$ cat src/rtl/mem_stage.sv
// -----------------------------------------------------------------------------
// mem_stage
//
// Memory stage of a simple in-order pipeline. It holds a 64 x 32-bit data
// memory and stalls the upstream pipeline for WAIT_CYCLES cycles on every load
// or store. The access completes in the first cycle where freeze is low. At the
// edge that ends that cycle, any store is written and the WB pipeline register
// captures the instruction's results.
//
// Parameters
//   WAIT_CYCLES    stall cycles per memory access (0..15)
//
// Configuration macro
//   MEM_STAGE_CLR_EN   when defined, reset also clears every memory word to 0.
//                      When undefined, memory contents are not reset.
//
// Ports
//   clk              in   rising-edge clock
//   rst              in   asynchronous, active-low reset
//   WB_en_in         in   write-back enable from the EXE register
//   MEM_R_EN_in      in   load request
//   MEM_W_EN_in      in   store request
//   ALU_result_in    in   byte address for loads/stores, or pass-through value
//   ST_val_in        in   store data
//   Dest_in          in   destination register index
//   WB_en            out  registered write-back enable (0 while stalled)
//   MEM_R_EN         out  registered load flag (0 while stalled)
//   ALU_result       out  registered pass-through result
//   Mem_read_value   out  registered load data
//   Dest             out  registered destination index
//   freeze           out  combinational stall to upstream registers and the PC
//   dbg_busy         out  1 while the access FSM is in BUSY
//   dbg_cnt          out  current wait down-counter value
//
// Handshake: freeze is the only flow control. While freeze is high, upstream
// holds every *_in input stable and this stage pushes bubbles downstream. A
// low freeze means the instruction on the inputs is consumed at the next
// rising edge.
// -----------------------------------------------------------------------------
module mem_stage #(
    parameter int unsigned WAIT_CYCLES = 2
) (
    input  logic        clk,
    input  logic        rst,
    input  logic        WB_en_in,
    input  logic        MEM_R_EN_in,
    input  logic        MEM_W_EN_in,
    input  logic [31:0] ALU_result_in,
    input  logic [31:0] ST_val_in,
    input  logic [3:0]  Dest_in,
    output logic        WB_en,
    output logic        MEM_R_EN,
    output logic [31:0] ALU_result,
    output logic [31:0] Mem_read_value,
    output logic [3:0]  Dest,
    output logic        freeze,
    output logic        dbg_busy,
    output logic [3:0]  dbg_cnt
);

    typedef enum logic {
        S_IDLE = 1'b0,
        S_BUSY = 1'b1
    } state_t;

    localparam bit        HAS_WAIT = (WAIT_CYCLES != 0);
    // The counter loads WAIT_CYCLES-1. IDLE already spends one stalled cycle,
    // so BUSY covers the remaining stall cycles plus the completion cycle.
    localparam logic [3:0] CNT_LOAD = HAS_WAIT ? 4'(WAIT_CYCLES - 1) : 4'd0;

    // FSM and output-register state
    state_t      state_q, state_d;
    logic [3:0]  cnt_q, cnt_d;
    logic        wb_en_q, wb_en_d;
    logic        mem_r_en_q, mem_r_en_d;
    logic [31:0] alu_result_q, alu_result_d;
    logic [31:0] mem_read_value_q, mem_read_value_d;
    logic [3:0]  dest_q, dest_d;

    // Data memory
    logic [31:0] mem_q [64];

    logic        req;
    logic        stall;
    logic        mem_we;
    logic [5:0]  mem_idx;
    logic [31:0] rd_data;

    // The memory starts at byte address 1024 (0x400). Subtracting 0x400 only
    // changes bits 10 and up, so bits [7:2] of the offset are the same as
    // bits [7:2] of the raw address. The index therefore comes straight from
    // the address, and the 64-word wrap falls out of the 6-bit index.
    assign mem_idx = ALU_result_in[7:2];
    assign rd_data = mem_q[mem_idx];
    assign req     = MEM_R_EN_in | MEM_W_EN_in;

    // Next-state, stall and output-register logic
    always_comb begin
        state_d          = state_q;
        cnt_d            = cnt_q;
        stall            = 1'b0;
        wb_en_d          = wb_en_q;
        mem_r_en_d       = mem_r_en_q;
        alu_result_d     = alu_result_q;
        mem_read_value_d = mem_read_value_q;
        dest_d           = dest_q;

        case (state_q)
            S_IDLE: begin
                if (req && HAS_WAIT) begin
                    stall   = 1'b1;
                    state_d = S_BUSY;
                    cnt_d   = CNT_LOAD;
                end
            end
            S_BUSY: begin
                if (cnt_q != 4'd0) begin
                    stall = 1'b1;
                    cnt_d = cnt_q - 4'd1;
                end else begin
                    // Completion cycle: stall is released this cycle.
                    state_d = S_IDLE;
                end
            end
            default: begin
                state_d = S_IDLE;
                cnt_d   = 4'd0;
            end
        endcase

        if (stall) begin
            // Bubble: no write-back, no load. Data fields keep their values.
            wb_en_d    = 1'b0;
            mem_r_en_d = 1'b0;
        end else begin
            wb_en_d          = WB_en_in;
            mem_r_en_d       = MEM_R_EN_in;
            alu_result_d     = ALU_result_in;
            // Read before the write on the same edge, so a combined
            // load+store returns the old contents.
            mem_read_value_d = rd_data;
            dest_d           = Dest_in;
        end
    end

    // Gating with rst keeps a store from landing while reset is held, which
    // matters when WAIT_CYCLES=0 and IDLE never stalls.
    assign mem_we = ~stall & MEM_W_EN_in & rst;

    // While reset is low the FSM is IDLE, but a request on the inputs would
    // still drive stall high. Mask it so upstream is never frozen in reset.
    assign freeze = stall & rst;

    always_ff @(posedge clk or negedge rst) begin
        if (!rst) begin
            state_q          <= S_IDLE;
            cnt_q            <= 4'd0;
            wb_en_q          <= 1'b0;
            mem_r_en_q       <= 1'b0;
            alu_result_q     <= 32'd0;
            mem_read_value_q <= 32'd0;
            dest_q           <= 4'd0;
        end else begin
            state_q          <= state_d;
            cnt_q            <= cnt_d;
            wb_en_q          <= wb_en_d;
            mem_r_en_q       <= mem_r_en_d;
            alu_result_q     <= alu_result_d;
            mem_read_value_q <= mem_read_value_d;
            dest_q           <= dest_d;
        end
    end

`ifdef MEM_STAGE_CLR_EN
    always_ff @(posedge clk or negedge rst) begin
        if (!rst) begin
            for (int i = 0; i < 64; i++) begin
                mem_q[i] <= 32'd0;
            end
        end else if (mem_we) begin
            mem_q[mem_idx] <= ST_val_in;
        end
    end
`else
    // No reset: contents are undefined until written.
    always_ff @(posedge clk) begin
        if (mem_we) begin
            mem_q[mem_idx] <= ST_val_in;
        end
    end
`endif

    assign WB_en          = wb_en_q;
    assign MEM_R_EN       = mem_r_en_q;
    assign ALU_result     = alu_result_q;
    assign Mem_read_value = mem_read_value_q;
    assign Dest           = dest_q;
    assign dbg_busy       = (state_q == S_BUSY);
    assign dbg_cnt        = cnt_q;

endmodule

$ cat config.mk
export PLATFORM = sky130hd
export DESIGN_NAME = mem_stage
export DESIGN_NICKNAME = d
export VERILOG_FILES = /design/src/rtl/mem_stage.sv
export SDC_FILE = /design/constraint.sdc
export NUM_CORES = 2
export LEC_CHECK = 0
export ABC_AREA = 1
export CAP_MARGIN = 25
export CORE_MARGIN = 5
export CORE_UTILIZATION = 50
export DETAILED_ROUTE_END_ITERATION = 10
export PLACE_DENSITY = 0.69
export RECOVER_POWER = 50
export SETUP_SLACK_MARGIN = 0.02
export SYNTH_ARGS = -nofsm -noshare
export SYNTH_HDL_FRONTEND = slang
export SYNTH_SLANG_ARGS = --single-unit
$ cat constraint.sdc
create_clock -name clk -period 3.3 [get_ports clk]
set_clock_uncertainty 0.1 [all_clocks]
set_input_delay 0.495 -clock clk [delete_from_list [all_inputs] [get_ports clk]]
set_output_delay 0.495 -clock clk [all_outputs]
set_load 0.1 [all_outputs]
# Yosys cells after proc, flatten, opt, wreduce, memory -nomap -nowiden
# Memory sizes are Yosys's and may differ from the RTL's. A register that Yosys moved wholly into a read port is not among the register bits.
# Cells that the tools add are included.
# word_totals
ram_bits	2048
ff_bits	43
mem_count	1
wordCells	30
out_inout_bits	76
input_bits	73
# mem_list
name	words	width	rd	rd_clocked_by_memory_dff	wr	line_no	source
mem_q	64	32	1	1	1	81	logic [31:0] mem_q [64];
# classes
n_addsub	1
n_reduce_logical	4
n_eq_ne	2
muxes	10
bitwise	6
# ops
op	count
$mux 4	2
$pmux 4 s2	1
$mux 1	6
$reduce_bool 4->1	1
$sub 4x1->4 const B	1
$and 1x1->1	3
$logic_not 1->1	2
$ne 2x1->1 const B	1
$ne 2x2->1 const B	1
$not 1->1	2
$pmux 1 s2	1
$reduce_and 2->1	1
$or 1x1->1	1

# Depth between registers and ports, before layout
# depth
depth_word	8
depth_mapped	17
ltp_nobuf	13

# Worst setup path before layout
# OpenSTA, ideal clock, no wires.
# synth_path
path_kind	register to output
start	reg cnt_q[0] (netlist: dbg_cnt[0])
end	out freeze
path_slack_ps	-706
path_stages_with_launch	10
t_required_ps	2705
arrival_time_ps	3411
n_path_buf	2
path_cell_list	dfrtp_1 inv_1 ha_1 nand3_1 nand2_1 nand2_2 inv_1 clkbuf_1 buf_2 nor2_1
# synth_via
elab_chain_len	4
# synth_lines
item	line_no	source
start: declaration	73	logic [3:0] cnt_q, cnt_d;
start signal: assignment	165	cnt_q <= cnt_d;
$reduce_bool 4->1	117	if (cnt_q != 4'd0) begin
$mux 1	117	
$pmux 1 s2	108	case (state_q)
$and 1x1->1	152	assign freeze = stall & rst;
end: declaration	56	output logic freeze,
# Every way passes these cells.

# Worst setup path after layout
# layout_path
start	in ST_val_in[20]
end	mem mem_q[51][20] (data pin)
# layout_lines
item	line_no	source
start: declaration	49	input logic [31:0] ST_val_in,
end: declaration	81	
# No word-level cell before the write port.

==> run_results.csv <==
group,metric,value,unit
pwr,totalPowerFinal,64400,uW
synthesis,yosys.area_share.xor_xnor,0.0197,%
setup_path,slowest_stage,"clkbuf_1",
clock_tree,postCtsSetupBuffers,0,
global_routing,grt_max_degree,147,
die,num_rows,154,
setup_path,critPathLaunchType,"primary input",
global_routing,grt_pass1_wl,380000,um
synthesis,synth_area,0.0890,mm^2
drt,num_vias,62000,
sta,min_period_over_period,96.8,%
worst_hold_path,hold_class,"primary input to flip-flop",
sta,rsz0062_at_grt,"false",
drt,drtIter0Drc,7549,
sta,post-route-min-period,3.19,ns
clock_tree,clk_pin_slew_worst_paths,0.06,ns
pwr,power.density,630,mW/mm^2
sta,hold_violations,0,
sta,tns,0,ns
die,die_height,432,um
setup_path,crit_family,"buffers and inverters",
drt,drc,0,
final_layout,drive_above_1_share,7.78,%
synthesis,synth_fa_ha_area_share,0.0141,%
drt,postRouteWirelength,257000,um
drt,post_drt_wl_per_cell,22.4,um
synthesis,yosys.area_share.simple,25.8,%
global_routing,grt_pass1_vias,59000,
sta,worst_pin_slew,2.40,ns
die,ios,149,
synthesis,yosysWarnings,0,
setup_path,cp-end-kind,"flip-flop",
outcome,violations,"capacitance limit, slew limit",
clock_tree,htreeDepth,4,
outcome,status,"finished with violations",
sta,slew_violations,1380,
setup_path,crit_top_cell,"clkbuf_1",
sta,relSlewSlack,-59.7,%
clock_tree,cts_tree,"built",
sta,setup_viol,0,
clock_tree,cts_root_buf,"clkbuf_16",
pwr,peakVddDrop,0.579,mV
clock_tree,clkSinkCount,2123,
setup_path,cp_slowest_stage_delay,1.62,ns
sta,fmax,0.313,GHz
synthesis,synthMuxAreaShare,0,%
setup_path,path_cells,"clkbuf_1, clkbuf_1",
synthesis,yosysSeqAreaShare,71.2,%
clock_tree,clk_path_buf_depth,3,
die,initial_utilization,50.4,%
place,place.gp.congestion,0.964,
global_routing,track_usage,27.4,%
setup_path,path_max_fanout,36,
die,dieArea,0.187,mm^2
synthesis,synth_top_family_by_area,"simple AND/OR/NAND/NOR gates",
synthesis,ys_seq_elements,2123,
setup_path,arrival,3.42,ns
synthesis,syn_inst,8747,
setup_path,crit_required,3.52,ns
drt,avgViaCountPerCell,5.39,
sta,hold_ws,0.0716,ns
final_layout,areaGrowthSynthToFinish,14.9,%
global_routing,grt.overflow.total,0,
setup_path,critical_path_class,"primary input to flip-flop",
global_routing,antenna_found_initial,11,
die,core_area,0.177,mm^2
die,die_x,432,um
final_layout,fin_cells,11500,
final_layout,fillers,14200,
place,dp_hpwl,154000,um
synthesis,syn-num-nets,8821,
place,port-buffer-count,148,
synthesis,synth_compound_area_share,0.159,%
synthesis,syn_avg_cell_area,10.2,um^2
final_layout,post-route-util,57.9,%
drt,firstDrtPassIters,6,
final_layout,nets,9062,
setup_path,crit_buf_inv,2,
place,dp.cells,11100,
pwr,p_leak,0.0428,uW
drt,ant_nets,0,
synthesis,netlist-cell-type-count,29,
clock_tree,cts_inserted_buffers,214,
job,drv_cap,42,
clock_tree,worstSkewPairLatency,0.87,ns
## layer usage
metal  routed length, um  vias to the layer above  track usage [%]
met5                   0                        -                0
met4               14100                        0             13.3
met3               25100                      511             4.85
met2              119000                     3176             43.4
met1               99300                    29600             36.9
li1                    -                    28700                -
## worst min-delay path, delay by kind of cell
family / cells / cell delay, ns
buf+inv: 1 / 0.39
simple gates: 2 / 0.10
## flip-flops by register name (all words and copies together) (netlist names)
signal          flops
dbg_cnt             4
Mem_read_value     32
ALU_result         32
MEM_R_EN            1
dbg_busy            1
Dest                4
WB_en               1
mem_q            2048
## logic make-up (layout without fill, tap and decap cells)
group | Yosys count | in the layout
AO/OA/AOI/OAI | 26 | 26
XOR/XNOR | 2 | 2
adder cells (fa/ha/maj) | 1 | 1
buffers and inverters | 535 | 944
flip-flops | 2123 | 2123
other | 0 | 2
AND/OR/NAND/NOR | 6060 | 6060
## area by class of cell
cell class | instances | area [um^2] | area share (%)
Antenna cell | 2 | 5.00 | 0.00489
Clock buffer | 268 | 5640 | 5.51
Clock inverter | 116 | 1240 | 1.22
Inverter | 101 | 402 | 0.393
Multi-Input combinational cell | 6089 | 23700 | 23.1
Sequential cell | 2123 | 63400 | 61.9
Tap cell | 2340 | 2930 | 2.86
Timing Repair Buffer | 459 | 5040 | 4.92
## power breakdown
| part | switching, uW | internal (uW) | total, uW |
|---|---|---|---|
| registers | 470 | 30100 | 30600 |
| logic | 7940 | 2110 | 10000 |
| clock network | 10200 | 13600 | 23800 |
## final timing paths
check	endpoint	from	slack (ns)	cells past startpoint
setup / recovery	mem_q[51][20]	ST_val_in[20]	0.11	2
hold / removal	Dest[2]	Dest_in[2]	0.07	3
setup reg to reg	mem_q[16][12]	dbg_cnt[0]	0.54	11
hold reg to reg	ALU_result[24]	ALU_result[24]	0.38	2
max in group asynchronous	dbg_cnt[1]	rst	1.27	3
min in group asynchronous	Dest[0]	rst	0.69	3
## cells in the mapped netlist (all sizes together)
master | count | area (um^2)
nand2 | 5815 | 21800
edfxtp | 2048 | 61500
buf | 294 | 1650
nor2 | 154 | 578
clkbuf | 140 | 526
inv | 100 | 375
dfrtp | 75 | 1880
nand3 | 46 | 230
or2 | 34 | 213
o21ai | 12 | 60.1
nor3 | 9 | 75.1
a21oi | 8 | 40.0
o22ai | 3 | 18.8
o211ai | 2 | 15.0
clkinv | 1 | 3.75
ha | 1 | 12.5
nand3b | 1 | 7.51
nand4 | 1 | 6.26
o21bai | 1 | 7.51
xnor2 | 1 | 8.76
xor2 | 1 | 8.76
## cell usage in the layout (no fill, tap or decap), types with 5 or more instances in the layout
| cell | count |
|---|---|
| dlygate4sd3_1 | 10 |
| clkbuf_8 | 6 |
| clkbuf_16 | 215 |
| nand3_1 | 43 |
| clkinv_16 | 6 |
| a21oi_1 | 8 |
| nor2_1 | 88 |
| nand2_1 | 5814 |
| inv_1 | 92 |
| buf_4 | 153 |
| dfrtp_1 | 73 |
| inv_2 | 5 |
| buf_12 | 131 |
| clkinv_2 | 34 |
| o21ai_0 | 10 |
| clkinv_1 | 47 |
| nor2_4 | 65 |
| edfxtp_1 | 2048 |
| clkdlybuf4s50_1 | 64 |
| bufinv_16 | 19 |
| clkbuf_2 | 10 |
| or2_2 | 33 |
| clkbuf_1 | 126 |
| nor3_4 | 6 |
## through the flow
stage,worst slack (ns),area [um^2]
after floorplan,0.0946,89600
after global placement,0.122,95700
after detailed placement,0.147,95700
after CTS,0.100,103000
after global routing,0.0268,102000
final,0.107,102000
## repair_timing
| item | 4_1_cts | 5_1_grt |
|---|---|---|
| endpoints found under the setup margin | 1 | 0 |
| hold buffers | 10 | 0 |
| resized for setup | 1 | 0 |
| endpoints found under the hold margin | 159 | 0 |
(Power assumes the default switching activity.)
